==> src/rtl/comparator_2bit.sv <==
// Registered 2-bit unsigned magnitude comparator with one-hot result flags
// and three saturating result counters (greater / less / equal).

module comparator_2bit_sat_cnt #(
  parameter int CNT_W = 8
) (
  input  logic             clk,
  input  logic             rst,
  input  logic             clr,
  input  logic             inc,
  output logic [CNT_W-1:0] cnt
);

  // Clear wins over a same-edge increment; a full counter holds.
  always_ff @(posedge clk or posedge rst) begin
    if (rst)                          cnt <= '0;
    else if (clr)                     cnt <= '0;
    else if (inc && (cnt != '1))      cnt <= cnt + CNT_W'(1);
  end

endmodule

module comparator_2bit #(
  parameter int CNT_W = 8
) (
  input  logic             clk,
  input  logic             rst,
  input  logic [1:0]       a,
  input  logic [1:0]       b,
  input  logic             in_valid,
  input  logic             cnt_clr,
  output logic             g2,
  output logic             l2,
  output logic             e2,
  output logic             out_valid,
  output logic [CNT_W-1:0] gt_cnt,
  output logic [CNT_W-1:0] lt_cnt,
  output logic [CNT_W-1:0] eq_cnt
);

  localparam int NUM_RES = 3;

  typedef struct packed {
    logic gt;
    logic lt;
    logic eq;
  } cmp_res_t;

  cmp_res_t res_nxt, res_q;
  logic     vld_q;

  logic [NUM_RES-1:0]            cnt_inc;
  logic [NUM_RES-1:0][CNT_W-1:0] cnt_q;

  always_comb begin
    res_nxt    = '0;
    res_nxt.gt = (a > b);
    res_nxt.lt = (a < b);
    res_nxt.eq = (a == b);
  end

  // Result flags only move on an accepted compare; otherwise they hold.
  always_ff @(posedge clk or posedge rst) begin
    if (rst) begin
      res_q <= '0;
      vld_q <= 1'b0;
    end else begin
      vld_q <= in_valid;
      if (in_valid) res_q <= res_nxt;
    end
  end

  // Gate with in_valid so unknown operands on idle cycles never reach a counter.
  assign cnt_inc = {NUM_RES{in_valid}} & {res_nxt.gt, res_nxt.lt, res_nxt.eq};

  for (genvar gi = 0; gi < NUM_RES; gi++) begin : g_cnt
    comparator_2bit_sat_cnt #(.CNT_W(CNT_W)) u_cnt (
      .clk (clk),
      .rst (rst),
      .clr (cnt_clr),
      .inc (cnt_inc[gi]),
      .cnt (cnt_q[gi])
    );
  end

  assign g2        = res_q.gt;
  assign l2        = res_q.lt;
  assign e2        = res_q.eq;
  assign out_valid = vld_q;
  assign gt_cnt    = cnt_q[2];
  assign lt_cnt    = cnt_q[1];
  assign eq_cnt    = cnt_q[0];

endmodule

==> config.mk <==
export PLATFORM = sky130hd
export DESIGN_NAME = comparator_2bit
export DESIGN_NICKNAME = d
export VERILOG_FILES = /design/src/rtl/comparator_2bit.sv
export SDC_FILE = /design/constraint.sdc
export NUM_CORES = 1
export LEC_CHECK = 0
export BUFFER_PORTS_ARGS = -buffer_cell sky130_fd_sc_hd__buf_2
export CELL_PAD_IN_SITES_DETAIL_PLACEMENT = 1
export CELL_PAD_IN_SITES_GLOBAL_PLACEMENT = 2
export CORE_MARGIN = 8
export CORE_UTILIZATION = 32
export DETAILED_ROUTE_END_ITERATION = 12
export PLACE_DENSITY_LB_ADDON = 0.05
export SKIP_CTS_REPAIR_TIMING = 1
export SYNTH_ARGS = -nofsm -noshare
export SYNTH_HDL_FRONTEND = slang
export SYNTH_SLANG_ARGS = --single-unit
export TNS_END_PERCENT = 20
==> constraint.sdc <==
create_clock -name clk -period 1.9 [get_ports clk]
set_input_delay 0 -clock clk [delete_from_list [all_inputs] [get_ports clk]]
set_output_delay 0 -clock clk [all_outputs]
set_load 0.05 [all_outputs]
==> results.ini <==
[status]
run_status = finished clean

[floorplanning]
std_cell_rows = 25
coreArea_mm2 = 0.00463
die_y_um = 84.8
io-pin-count = 36
dieArea_mm2 = 0.00719
initial_core_util = 0.327
die_w_um = 84.8

[final_layout]
most-common-layout-cells = 35 x buf_2, 28 x dfrtp_1, 14 x a21oi_1
antennaDiodeCount = 0
finalNonFillerCells = 251
ff_latch_area_um2 = 701
multi_input_area_um2 = 762
fillers = 557
area.growth.synth_to_final_pct = 19.6
drive_gt1_frac = 0.254
final_common_cell = buf_2
nNetsFinal = 212

[synth]
synth.top_cell.area_share = 0.462
synth_area_leaders = dfrtp_1 46%, a21oi_1 4.6%, ha_1 4.1%, nand3_1 3.0%, nor2_1 3.0%
ys_seq_elements = 28
syn_avg_cell_area_um2 = 9.53
synth-edff-count = 0
synth_nets = 172
synthArstFlopShare = 1.00
yosysSeqAreaShare = 0.462
yosysWarnings = 0
yosysTopAreaCell = dfrtp_1
synth-main-ff-cell = dfrtp_1
synth_cell_types = 39
netlist_area_mm2 = 0.00152
synthCells = 159

[sta]
period_needed_ns = 1.70
hold_ws_ns = 0.199
hold_violations = 0
finClkSkew_ns = 0.00209
fin_tns_setup_ns = 0
rsz0062_at_grt = no
period_share = 0.894
setup_viol = 0
maxSlewHeadroom = 0.641
clock.fmax_mhz = 589
worst_pin_slew_ns = 0.538
slew_viol_final = 0

[worst_setup_path]
crit_arrival_ns = 1.86
cp-end-kind = flop
worstReg2RegStart = g_cnt[1].u_cnt.cnt[0]
critPathKind = reg -> reg
r2r_setup_slack_ns = 0.20
worstPathRequired_ns = 2.07
reg2reg_to = g_cnt[1].u_cnt.cnt[7]
crit_fanout = 9
r2r_cells = 5
crit_path_start_kind = flop

[pwr]
power_mw = 1.14
power.density_mw_per_mm2 = 629
p_leak_nw = 0.858
irDropWorstVdd_uv = 254

[global_routing]
grt-ovfl-total = 0
grt_max_degree = 29
grt_pass1_vias = 1483
grt_antenna_before_repair = 0
grt_usage = 0.124
grt_pass1_wl_um = 7390

[min_path]
hold_path_class = in -> reg
hold_path_startpoint = cnt_clr
hold_end = g_cnt[0].u_cnt.cnt[0]
whs_path_depth = 2

[route]
dr.first_iter.drc_count = 51
viasPerCell = 5.33
vias = 1337
dr.pass1.iters = 6
drc = 0
ant_nets = 0
wire_per_inst_um = 17.0
routed_wl_um = 4260

[clock_network]
clkLatencyLatePin_ns = 0.27
htree_levels = 1
cts_tree = built
cts.path.max_buffers = 2
cts_buffers = 3
clkTransAtPathRegs_ns = 0.10
clkSinkCount = 28
ctsRootBufferMaster = clkbuf_8

[placed_design]
port_buffers = 35
place_inst = 246
place_congestion = 0.736
hpwl_um = 3130

[run]
cap_violations = 0

-- per-stage QoR --
stage | cell area (um^2) | util | setup WS [ns]
finish | 1810 | 0.391 | 0.202
CTS | 1790 | 0.387 | 0.196
detailed placement | 1750 | 0.378 | 0.219
global placement | 1750 | 0.378 | 0.288
floorplan | 1520 | - | 0.0506
global route | 1810 | 0.391 | 0.00392
-- final cells by class --
cell class / instances / area share
multi-input combinational: 119 / 0.421
sequential: 28 / 0.387
timing repair buffer: 39 / 0.116
tap: 54 / 0.0373
clock buffer: 3 / 0.0228
inverter: 8 / 0.0166
-- synth_stat cells (2+ instances only) --
master	instances
nor2b_1	3
or4_1	6
and3_1	3
clkbuf_1	2
nor4_1	2
nor3_1	3
mux2_2	2
nor2_1	12
or3_2	2
and2_1	4
nand4_1	5
o211ai_1	3
inv_1	8
xor2_1	5
nand2_1	9
nand3_1	9
and2b_1	2
o21ai_0	8
dfrtp_1	28
a21oi_1	14
ha_1	5
o31ai_1	6
or2_2	2
-- cell families (layout without fill, tap and decap cells) --
family | after synthesis | count (layout) | synth area share
AO/OA/AOI/OAI | 39 | 39 | 0.167
multiplexers | 3 | 3 | 0.0215
AND/OR/NAND/NOR | 67 | 67 | 0.244
XOR/XNOR | 5 | 5 | 0.0289
flip-flops | 28 | 28 | 0.462
adder cells (fa/ha/maj) | 5 | 5 | 0.0413
buffers and inverters | 12 | 50 | 0.0347
-- state kept, by name, indices dropped and copies added (netlist names) --
name             flops
g_cnt.u_cnt.cnt     24
e2                   1
l2                   1
out_valid            1
g2                   1
-- power breakdown --
part           internal (mW)  switching (mW)
clock                  0.142           0.183
sequential             0.612          0.0128
combinational         0.0498           0.140
-- critical path, cell delays in order, from the launching register on --
cell     delay, ns
dfrtp_1       0.43
ha_1          0.24
nand3_1       0.10
nor2_1        0.12
nor4_1        0.34
mux2_2        0.37
-- layer usage --
layer  share of wire  GRT usage  wire length, um  vias up
li1                -          -                -      658
met1            0.45      0.147             1930      659
met2            0.50      0.218             2140       18
met3           0.041     0.0309              175        2
met4          0.0045     0.0340               19        0
met5               0          0                0        -
-- worst max-delay path by stage --
stage,start,to
6_report,g_cnt[1].u_cnt.cnt[0],g_cnt[1].u_cnt.cnt[7]
3_3_place_gp,g_cnt[1].u_cnt.cnt[0],g_cnt[1].u_cnt.cnt[5]
3_5_place_dp,g_cnt[1].u_cnt.cnt[0],g_cnt[1].u_cnt.cnt[7]
5_1_grt,g_cnt[1].u_cnt.cnt[0],g_cnt[1].u_cnt.cnt[7]
2_1_floorplan,g_cnt[0].u_cnt.cnt[0],g_cnt[0].u_cnt.cnt[1]
4_1_cts,g_cnt[1].u_cnt.cnt[0],g_cnt[1].u_cnt.cnt[7]
Power figures use the tool's default switching activity.
